$ cat src/rtl/vend_pkg.sv
// Shared definitions for the vending-machine change/dispense controller:
// credit codes, upstream state codes and the controller state encoding.
package vend_pkg;

  localparam logic [3:0] Q_INVALID     = 4'd9;
  localparam logic [3:0] Q_MAX         = 4'd8;
  localparam logic [3:0] ST_WAIT_PULSE = 4'hF;
  localparam int         TMR_W         = 8;

  typedef enum logic [2:0] {
    IDLE,
    CHECK,
    DISPENSE,
    CHANGE,
    CLEAR
  } vend_state_t;

  // Change owed after a purchase, clamped so it can never wrap negative.
  function automatic logic [3:0] change_due(input logic [3:0] credit, input logic [3:0] price);
    return (credit > price) ? (credit - price) : 4'd0;
  endfunction

endpackage

$ cat src/rtl/vend_pulse_timer.sv
// Loadable down-counter; o_done is high on the last cycle of a loaded phase,
// so loading N-1 yields a phase exactly N cycles long.
module vend_pulse_timer
  import vend_pkg::*;
#(
  parameter int W = TMR_W
) (
  input  logic         clk,
  input  logic         rst,
  input  logic         i_load,
  input  logic [W-1:0] i_len,
  output logic         o_done
);

  logic [W-1:0] r_cnt;

  always_ff @(posedge clk or posedge rst) begin
    if (rst) begin
      r_cnt <= '0;
    end else if (i_load) begin
      r_cnt <= i_len;
    end else if (r_cnt != '0) begin
      r_cnt <= r_cnt - W'(1);
    end
  end

  assign o_done = (r_cnt == '0);

endmodule

$ cat src/rtl/vend_change_ctrl.sv
// Purchase/refund sequencer: latches buy/cancel edges, validates the settled credit,
// releases the product and pays change as timed quarter pulses, then clears the accumulator.
module vend_change_ctrl
  import vend_pkg::*;
#(
  parameter int PRICE_Q   = 6,
  parameter int PULSE_CYC = 4,
  parameter int GAP_CYC   = 4
) (
  input  logic       clk,
  input  logic       rst,
  input  logic [3:0] val_tot,
  input  logic [3:0] state_now,
  input  logic       buy,
  input  logic       cancel,
  output logic       dispense,
  output logic       change_pulse,
  output logic       clr_credit,
  output logic       busy,
  output logic       short_funds,
  output logic       err_invalid,
  output logic [3:0] change_left
);

  localparam logic [3:0]       LP_PRICE     = 4'(PRICE_Q);
  localparam logic [TMR_W-1:0] LP_PULSE_LEN = TMR_W'(PULSE_CYC - 1);
  localparam logic [TMR_W-1:0] LP_GAP_LEN   = TMR_W'(GAP_CYC - 1);

  vend_state_t      r_state;
  logic             r_buy_d;
  logic             r_cancel_d;
  logic             r_pend_buy;
  logic             r_pend_cancel;
  logic             r_is_cancel;
  logic             r_gap;
  logic [3:0]       r_credit;
  logic             w_buy_edge;
  logic             w_cancel_edge;
  logic             w_tmr_load;
  logic [TMR_W-1:0] w_tmr_len;
  logic             w_tmr_done;

  assign w_buy_edge    = buy & ~r_buy_d;
  assign w_cancel_edge = cancel & ~r_cancel_d;

  // The timer is armed in CHECK for whichever pulse follows, then re-armed at each phase end.
  always_comb begin
    w_tmr_load = 1'b0;
    w_tmr_len  = LP_PULSE_LEN;
    case (r_state)
      CHECK:    w_tmr_load = 1'b1;
      DISPENSE: w_tmr_load = w_tmr_done;
      CHANGE: begin
        w_tmr_load = w_tmr_done;
        w_tmr_len  = r_gap ? LP_PULSE_LEN : LP_GAP_LEN;
      end
      default: ;
    endcase
  end

  vend_pulse_timer #(.W(TMR_W)) u_timer (
    .clk   (clk),
    .rst   (rst),
    .i_load(w_tmr_load),
    .i_len (w_tmr_len),
    .o_done(w_tmr_done)
  );

  always_ff @(posedge clk or posedge rst) begin
    if (rst) begin
      r_state       <= IDLE;
      r_buy_d       <= 1'b0;
      r_cancel_d    <= 1'b0;
      r_pend_buy    <= 1'b0;
      r_pend_cancel <= 1'b0;
      r_is_cancel   <= 1'b0;
      r_gap         <= 1'b0;
      r_credit      <= 4'd0;
      dispense      <= 1'b0;
      change_pulse  <= 1'b0;
      clr_credit    <= 1'b0;
      busy          <= 1'b0;
      short_funds   <= 1'b0;
      err_invalid   <= 1'b0;
      change_left   <= 4'd0;
    end else begin
      r_buy_d     <= buy;
      r_cancel_d  <= cancel;
      clr_credit  <= 1'b0;
      short_funds <= 1'b0;
      err_invalid <= 1'b0;
      if (w_buy_edge && !busy)    r_pend_buy    <= 1'b1;
      if (w_cancel_edge && !busy) r_pend_cancel <= 1'b1;

      case (r_state)
        IDLE: begin
          // Credit is only trusted once the accumulator has settled.
          if ((r_pend_buy || r_pend_cancel) && (state_now != ST_WAIT_PULSE)) begin
            r_credit      <= val_tot;
            r_is_cancel   <= r_pend_cancel;
            r_pend_buy    <= 1'b0;
            r_pend_cancel <= 1'b0;
            busy          <= 1'b1;
            r_state       <= CHECK;
          end
        end
        CHECK: begin
          if (r_credit > Q_MAX) begin
            err_invalid <= 1'b1;
            clr_credit  <= 1'b1;
            r_state     <= CLEAR;
          end else if (r_is_cancel) begin
            change_left <= r_credit;
            if (r_credit != 4'd0) begin
              change_pulse <= 1'b1;
              r_gap        <= 1'b0;
              r_state      <= CHANGE;
            end else begin
              clr_credit <= 1'b1;
              r_state    <= CLEAR;
            end
          end else if (r_credit < LP_PRICE) begin
            short_funds <= 1'b1;
            busy        <= 1'b0;
            r_state     <= IDLE;
          end else begin
            change_left <= change_due(r_credit, LP_PRICE);
            dispense    <= 1'b1;
            r_state     <= DISPENSE;
          end
        end
        DISPENSE: begin
          if (w_tmr_done) begin
            dispense <= 1'b0;
            if (change_left != 4'd0) begin
              change_pulse <= 1'b1;
              r_gap        <= 1'b0;
              r_state      <= CHANGE;
            end else begin
              clr_credit <= 1'b1;
              r_state    <= CLEAR;
            end
          end
        end
        CHANGE: begin
          if (w_tmr_done) begin
            if (!r_gap) begin
              change_pulse <= 1'b0;
              change_left  <= change_left - 4'd1;
              r_gap        <= 1'b1;
            end else if (change_left == 4'd0) begin
              clr_credit <= 1'b1;
              r_state    <= CLEAR;
            end else begin
              change_pulse <= 1'b1;
              r_gap        <= 1'b0;
            end
          end
        end
        CLEAR: begin
          busy    <= 1'b0;
          r_state <= IDLE;
        end
        default: r_state <= IDLE;
      endcase
    end
  end

endmodule

$ cat config.mk
export PLATFORM = sky130hd
export DESIGN_NAME = vend_change_ctrl
export DESIGN_NICKNAME = d
export VERILOG_FILES = /design/src/rtl/vend_pkg.sv /design/src/rtl/vend_pulse_timer.sv /design/src/rtl/vend_change_ctrl.sv
export SDC_FILE = /design/constraint.sdc
export NUM_CORES = 1
export LEC_CHECK = 0
export CAP_MARGIN = 20
export CORE_MARGIN = 1.5
export CORE_UTILIZATION = 49
export DETAILED_ROUTE_END_ITERATION = 7
export GPL_ROUTABILITY_DRIVEN = 0
export PLACE_DENSITY = 0.73
export SLEW_MARGIN = 30
export SYNTH_ARGS = -nofsm -noshare
export SYNTH_HDL_FRONTEND = slang
export SYNTH_SLANG_ARGS = --single-unit
$ cat constraint.sdc
create_clock -name clk -period 1.8 [get_ports clk]
set_input_delay 0.18 -clock clk [delete_from_list [all_inputs] [get_ports clk]]
set_output_delay 0.18 -clock clk [all_outputs]
set_load 0.01 [all_outputs]
; ---- Yosys cells after proc, flatten, opt, wreduce, memory -nomap -nowiden
; Index checks and enable logic that the tools add are counted.
[word_totals]
out_inout_bits = 10
regBits = 31
[classes]
addsub = 3
mux = 69
bitwise = 4
n_lt_le_gt_ge = 3
n_reduce_logical = 24
n_eq_ne = 20
[ops]
columns = operator, n
row1 = $mux W1, 43
row2 = $mux W3, 9
row3 = $mux W4, 6
row4 = $ne A2 B2 Y1 const B, 11
row5 = $reduce_and A5 Y1, 4
row6 = $mux W8, 2
row7 = $pmux W1 S3, 4
row8 = $pmux W3 S4, 1
row9 = $logic_not A8 Y1, 1
row10 = $pmux W4 S2, 1
row11 = $reduce_and A8 Y1, 1
row12 = $reduce_bool A4 Y1, 2
row13 = $reduce_bool A8 Y1, 1
row14 = $sub A8 B1 Y8 const B, 1
row15 = $reduce_and A7 Y1, 1
row16 = $eq A3 B2 Y1 const B, 2
row17 = $ne A3 B3 Y1 const B, 2
row18 = $reduce_bool A2 Y1, 3
row19 = $reduce_bool A3 Y1, 2
row20 = $gt A4 B3 Y1 const B, 1
row21 = $gt A4 B4 Y1 const B, 1
row22 = $logic_not A4 Y1, 1
row23 = $lt A4 B3 Y1 const B, 1
row24 = $ne A2 B1 Y1 const B, 2
row25 = 15 further kinds, 20

; ---- Depth between registers and ports, before layout
; Gate-level depths: netlist of the first run.
[depth]
depth_word = 6
ltp_mapped = 8
ltp_nobuf = 7

; ---- Hierarchy
; Synthesis of the first run repeated with hierarchy kept, for this count alone.
[hier_totals]
hier_cells = 192
hier_area_um2 = 1828.0
[modules_own_cells]
columns = mod, cells_each, n_inst, area_per_inst_um2
row1 = vend_change_ctrl, 136, 1, 1331.3
row2 = vend_pulse_timer, 56, 1, 496.7

; ---- Worst setup path before layout of the first run
; No wires, ideal clock.
[synth_path]
path_kind = register to register
from = register u_timer.r_cnt[0]
to = register r_state[0]
slack_ns = 0.104
t_required_ns = 1.675
arrival_time_ns = 1.571
path_stages_with_launch = 9
setup_time_ns = 0.125
path_cell_list = dfrtp_1 inv_1 ha_1 nor3b_1 and2_4 buf_6 nand2_1 a221oi_2 nor3_1
[synth_between]
elab_chain_cells = 3
[synth_lines]
columns = item, line
row1 = start: declaration, vend_pulse_timer.sv:15  ; logic [W-1:0] r_cnt;
row2 = start signal: assignment, vend_pulse_timer.sv:21  ; r_cnt <= i_len;
row3 = start signal: assignment, vend_pulse_timer.sv:23  ; r_cnt <= r_cnt - W'(1);
row4 = $logic_not A8 Y1 *, vend_pulse_timer.sv:27  ; assign o_done = (r_cnt == '0);
row5 = $ne A2 B1 Y1 (no source line), -
row6 = $reduce_and A5 Y1 (no source line) *, -
row7 = end signal: assignment, vend_change_ctrl.sv:71  ; r_state <= IDLE;
row8 = end signal: assignment, vend_change_ctrl.sv:104  ; r_state <= CHECK;
row9 = end signal: assignment, vend_change_ctrl.sv:111  ; r_state <= CLEAR;
row10 = end: declaration, vend_change_ctrl.sv:29  ; vend_state_t r_state;
; Every way passes the cells marked *; elsewhere a longest branch is shown, timed or not.
; A chain may end at the register's enable or synchronous reset.

; ---- Worst setup path in the final report of the first run
[layout_path]
from = register u_timer.r_cnt[1]
to = register change_left[3]
[layout_between]
elab_chain_cells = 3
[layout_lines]
columns = item, line
row1 = $logic_not A8 Y1, vend_pulse_timer.sv:27
row2 = $ne A2 B1 Y1 (no source line), -
row3 = $reduce_and A5 Y1 (no source line), -
row4 = end signal: assignment, vend_change_ctrl.sv:113  ; change_left <= r_credit;
row5 = end signal: assignment, vend_change_ctrl.sv:127  ; change_left <= change_due(r_credit, LP_PRICE);
row6 = end signal: assignment, vend_change_ctrl.sv:149  ; change_left <= change_left - 4'd1;
row7 = end: declaration, vend_change_ctrl.sv:22  ; output logic [3:0] change_left
; No other way between the ends.

==> run metrics, run 1 <==
FF-to-FF Start=u_timer.r_cnt[1]; vias in the first global route=1470; IO buf count=21; drt total wl=approximately 3.7 mm; Mapped Cells=roughly 180; Comb power frac=0.545; row count=21; ys flop type=dfrtp_1; synthesized area per cell=9.824 sq um; Syn Nets=191; Initial DRT Pass Iterations=4; Worst EP required=2020 ps; Hold Path Class=in2async; Ports=22; utilization after layout=0.6469; Final ANT Viol Nets=0; largest net degree at the start of global routing=32; Area Growth Syn to Fin=26.56%; # H-tree levels=2; placed cell areas=about 0.0020 sq mm; via count=between 1000 and 1500; post-route DRC violation count=0; M1 WL=~1.5 mm; Setup-failing EPs final=0; Fmax=~570 MHz; Post-Syn Area=about 0.0017 sq mm; CP startpoint=u_timer.r_cnt[1]; clock share of power=0.114; Switching Power=~0.0017 W; CP endpoint kind=flop; Core ar.=roughly 0.0034 sq mm; Crit path arrival time=just under 2000 ps; Total GRT Usage=0.2080; CP Class=reg2reg; period utilization=0.9673; Max Used Layer=met4; Layout Nets=228; clock buffer count from CTS=5; initial core utilization=0.5112; switching share of power=0.4313; cell-internal power=roughly 0.0023 W; DR WL met2=1.994 mm; Synth area leaders=dfrtp_1 (45%), nor2_1 (5.2%), a21oi_1 (4.1%); max-slew violations=0; initial antenna violation count=0; Skew-Pair Late Insertion Delay=330 ps; global-route wire length before repair=6.417 mm; Ys Warns=0; CTS tree=yes; Routed wire per std cell=~14 microns; Hold Vio Cnt, Final=0; pwr dens=approximately 1900 mW/mm^2; chip height=between 60 and 70 microns; hpwl dp=approximately 2.7 mm; post-synth top area share=0.4512; worst-margin pin slew=455.7 ps; RSZ-0062 raised after global routing=true; status=complete, no violations; Root Driver=clkbuf_4; library cells used by synthesis=45; fill count=~300; vias per cell=approximately 5.7; Final min period=between 1500 and 2000 ps; Worst Path Max Fanout=8; Reg power frac=0.341; R2R depth=7; DRT iter0 DRCs=between 60 and 70; Setup crit end=change_left[3]; EDFF count, synth=0; maxcap violations=0; Die ar.=0.003873 sq mm; Slew headroom=0.6939; Max IR drop VDD=just over 0.9 mV; TritonCTS Sinks=31; Die Span X=62.23 microns; Leakage=between 0.9 and 1 nW; Finished Cell Area=~0.0022 sq mm; Clock Tree Buf Depth=2; ANT cells=0; hold_ws=around 220 ps; R2R Path End=change_left[3]; Async SR Flop Fraction=1.000; r2r setup slk=just under 60 ps; register bit total from synthesis=31; Clock Skew=between 6 and 7 ps; total gr overflow=0; CTS clk-pin slew, worst paths=roughly 100 ps; register area share after synthesis=0.4512; layout cells sized above 1=0.2019; Synth area leader=dfrtp_1; Startpoint Class=flop; hold buffer count at cts=0; met3 wire length=151 microns
flip-flops by register name, summed over array words and instances (netlist names):
register and count:
busy 1, change_left 4, change_pulse 1, clr_credit 1
dispense 1, err_invalid 1, r_buy_d 1, r_cancel_d 1
r_credit 4, r_gap 1, r_is_cancel 1, r_pend_buy 1
r_pend_cancel 1, r_state 3, short_funds 1, u_timer.r_cnt 8
cells by family after synthesis:
kind of cell,synth area share
xor+xnor,0.02547
simple gates,0.2132
flops,0.4512
mux,0.03784
buf+inv,0.04439
fa+ha+maj,0.02911
compound gates,0.1987
layout make-up:
| type | instances | area [sq um] | share of cell area |
|---|---|---|---|
| flip-flops and latches | 31 | 777.0 | 0.3571 |
| clock buffers | 8 | 68.82 | 0.03163 |
| multi-input cells | 129 | 915.9 | 0.4209 |
| inverters | 9 | 33.78 | 0.01553 |
| well taps | 46 | 57.56 | 0.02645 |
| repair buffers | 36 | 322.8 | 0.1484 |
how the worst min path moves through the flow:
stage | startpoint | endpoint | slack [ps]
floorplan | buy | r_buy_d | 210
global placement | r_pend_buy | r_pend_buy | 470
detailed placement | r_pend_buy | r_pend_buy | 490
CTS | rst | clr_credit | 230
global route | rst | u_timer.r_cnt[4] | 250
finish | rst | u_timer.r_cnt[4] | 220
routing by layer:
layer  vias to the layer above  track usage
met4                         0      0.06667
met2                        35       0.3655
li1                        703            -
met3                         5      0.05435
met5                         -            0
met1                       723       0.2491
per-stage QoR:
| stage | std cells | power, W | setup TNS, ps | setup slack [ps] |
|---|---|---|---|---|
| final | 259 | 0.004057 | 0 | 58.83 |
| after global routing | 259 | 0.004396 | -13.20 | -13.20 |
| after CTS | 255 | 0.003938 | 0 | 35.73 |
| after detailed placement | 247 | 0.003463 | -11.52 | -11.52 |
| after global placement | 247 | 0.003382 | 0 | 68.82 |
| after floorplan | 175 | 0.002771 | 0 | 103.6 |
cell usage in the layout (no fill, tap or decap), types with 3 or more instances in the layout:
cell type / synthesis / final
nand2b_1: 3 / 3
clkbuf_4: 0 / 5
xnor2_1: 5 / 5
nor3_1: 5 / 5
nor4_4: 2 / 3
o31ai_1: 3 / 3
nand2_1: 11 / 11
o21ai_0: 7 / 7
o22a_1: 4 / 4
nor2_1: 24 / 24
a31oi_1: 3 / 3
clkdlybuf4s50_1: 0 / 21
mux2_2: 4 / 4
buf_4: 1 / 15
dfrtp_1: 31 / 30
a21oi_1: 14 / 14
inv_1: 9 / 9
ha_1: 4 / 4
a211oi_1: 4 / 4
Yosys cell counts (all sizes together) (2+ instances only):
library cell   n
a21oi         14
nand2         12
nor3           6
o31ai          3
o22ai          2
nor2          26
ha             4
clkbuf         2
nand2b         3
o21ai          8
nor2b          2
o22a           4
mux2           4
a32oi          2
mux2i          2
dfrtp         31
xnor2          5
inv            9
nor3b          2
a211oi         4
buf            4
a31oi          4
and2           3
nor4           7
o21a           2
power groups by stage:
stage	logic [W]	registers, W	clock network [W]
2_1_floorplan	0.00148	0.00129	0
3_3_place_gp	0.00203	0.00135	0
3_5_place_dp	0.00210	0.00136	0
4_1_cts	0.00212	0.00135	0.000470
5_1_grt	0.00245	0.00144	0.000507
6_report	0.00221	0.00138	0.000462
what timing repair did:
action / in CTS / in global routing
buffers inserted: 0 / 4
endpoints found under the setup margin: 2 / 9
gates resized for setup: 1 / 7
worst max-delay path, stage by stage, from the launching register on:
cell and delay (ps):
dfrtp_1 420, inv_1 100, ha_1 180, nor3b_4 250, nand2_4 130, nor4_4 200
a31oi_1 140, o22a_1 210
(Power assumes the default switching activity.)
==> run 2: changes to the inputs <==
--- a/config.mk
+++ b/config.mk
@@ -6,6 +6,7 @@
 export NUM_CORES = 1
 export LEC_CHECK = 0
 export CAP_MARGIN = 20
+export CORE_ASPECT_RATIO = 0.75
 export CORE_MARGIN = 1.5
 export CORE_UTILIZATION = 49
 export DETAILED_ROUTE_END_ITERATION = 7
==> run 2 against run 1 <==
Effect of this change:
- core utilization increased by 2.8 points
- global-route usage increased by 2.3 points
- via count increased by 0.48%
- largest power group unchanged
==> run metrics, run 2 (same netlist as run 1, synthesis figures left out) <==
most frequent cells in the layout=dfrtp_1 (30), nor2_1 (24), clkdlybuf4s50_1 (21), buf_4 (17), a21oi_1 (14) (was dfrtp_1 (30), nor2_1 (24), clkdlybuf4s50_1 (21), buf_4 (15), a21oi_1 (14)); Startpoint Class=flop (unchanged); max-slew violations=0 (unchanged); CP Class=reg2reg (unchanged); clock buffer count from CTS=5 (unchanged); worst-margin pin slew=496.8 ps (was 455.7 ps); Layout Nets=230 (was 228); Skew-Pair Late Insertion Delay=300 ps (was 330 ps); global-route wire length before repair=6.624 mm (was 6.417 mm); Crit path arrival time=1900 ps (was 1970 ps); largest registers=u_timer.r_cnt (8), change_left (4), r_credit (4) (unchanged); IO buf count=21 (unchanged); Final min period=1708 ps (was 1741 ps); vias per cell=5.776 (was 5.660); layout cells sized above 1=0.2186 (was 0.2019); Clock Tree Buf Depth=2 (unchanged); Initial DRT Pass Iterations=4 (unchanged); CTS clk-pin slew, worst paths=70 ps (was 100 ps); post-route DRC violation count=0 (unchanged); largest net degree at the start of global routing=32 (unchanged); # H-tree levels=2 (unchanged); r2r setup slk=90 ps (was 60 ps); period utilization=0.9491 (was 0.9673); initial core utilization=0.5193 (was 0.5112); Die ar.=0.003876 sq mm (was 0.003873 sq mm); Area Growth Syn to Fin=29.99% (was 26.56%); status=complete, no violations (unchanged); CTS tree=yes (unchanged); RSZ-0062 raised after global routing=true (unchanged); Final ANT Viol Nets=0 (unchanged); Max IR drop VDD=0.9611 mV (was 0.9116 mV); Total GRT Usage=0.2310 (was 0.2080); Hold Vio Cnt, Final=0 (unchanged); Worst EP required=1990 ps (was 2020 ps); Die Span X=71.40 microns (was 62.23 microns); final non-filler cell total=255 (was 259); slowest CP cell=dfrtp_1 (unchanged); hold buffer count at cts=0 (unchanged); register with the most flip-flops=u_timer.r_cnt (unchanged); Core ar.=0.003311 sq mm (was 0.003363 sq mm); max FFs per register=8 (unchanged); DRT iter0 DRCs=94 (was 67); Root Driver=clkbuf_8 (was clkbuf_4); largest stage delay on the critical path=400 ps (was 420 ps); Leakage=0.9366 nW (was 0.9072 nW); Routed wire per std cell=15.70 microns (was 14.45 microns); total gr overflow=0 (unchanged); chip height=54.30 microns (was 62.23 microns); Ports=22 (unchanged); vias in the first global route=1421 (was 1470); placed insts=244 (was 247); via count=1473 (was 1466); hpwl dp=2.836 mm (was 2.702 mm); maxcap violations=0 (unchanged); pwr dens=1973 mW/mm^2 (was 1865 mW/mm^2); Worst Path Max Fanout=8 (unchanged); Clock Skew=6.892 ps (was 6.956 ps); ANT cells=0 (unchanged); TNS Setup=0 ps (unchanged); Fmax=585.3 MHz (was 574.3 MHz); TritonCTS Sinks=31 (unchanged); row count=18 (was 21); drt total wl=4.004 mm (was 3.742 mm); Slew headroom=0.6681 (was 0.6939); critical path, cell by cell=inv_1 -> ha_2 -> nor3b_4 -> nand2_4 -> nor4_4 -> a31oi_1 -> o22a_1 (was inv_1 -> ha_1 -> nor3b_4 -> nand2_4 -> nor4_4 -> a31oi_1 -> o22a_1); commonest non-fill, non-tap cell in the layout=dfrtp_1 (unchanged); CP endpoint kind=flop (unchanged); initial antenna violation count=0 (unchanged); Hold Path Class=in2async (unchanged); Setup-failing EPs final=0 (unchanged)
==> run 2: routing by layer <==
layer	track usage	vias to the layer above	routed length [microns]
li1	-	708	-
met1	0.3154	713	1927
met2	0.3472	41	1816
met3	0.05525	11	187
met4	0.1195	0	72
met5	0	-	0
==> run 2: where the power goes <==
part / total, W / internal, W / switching [W]
logic: 0.00229 / 0.00112 / 0.00117
clock network: 0.000723 / 0.000447 / 0.000275
registers: 0.00139 / 0.00100 / 0.000394
==> run 2: worst max-delay path, delay by kind of cell, from the launching register on <==
family | cells | cell delay (ps)
compound gates | 2 | 330
fa+ha+maj | 1 | 180
buf+inv | 1 | 90
flops | 1 | 400
simple gates | 3 | 600
==> run 2: path summary, 6_finish.rpt <==
path,start,to,cells after the start
setup / recovery,u_timer.r_cnt[0],change_left[3],7
hold / removal,rst,clr_credit,3
setup reg to reg,u_timer.r_cnt[0],change_left[3],7
hold reg to reg,r_pend_buy,r_pend_buy,2
max in group asynchronous,rst,r_state[0],3
min in group clk,cancel,r_cancel_d,1
==> run 2: area by class of cell <==
class | instances | area [sq um]
Clock buffer | 6 | 82.58
Clock inverter | 2 | 35.03
Tap cell | 40 | 50.05
Timing Repair Buffer | 38 | 337.8
Fill cell | 255 | 1076
Sequential cell | 31 | 777.0
Inverter | 9 | 33.78
Multi-Input combinational cell | 129 | 918.4
==> run 2: metrics by stage <==
step                total power [W]    util  hold WS (ps)  setup slack, ps  area, sq um
floorplan                  0.002771       -         211.4            103.6         1719
finish                     0.004409  0.6750         259.6            91.55         2235
detailed placement         0.003539  0.6168         506.9           -47.77         2042
global route               0.004718  0.6750         342.3           -18.92         2235
global placement           0.003446  0.6168         473.2            72.13         2042
CTS                        0.004278  0.6538         274.9            54.78         2165
==> run 2: repair_timing <==
item,4_1_cts,5_1_grt
pin swaps,0,0
buffers inserted,0,3
endpoints found under the setup margin,3,9
gates resized for setup,1,8
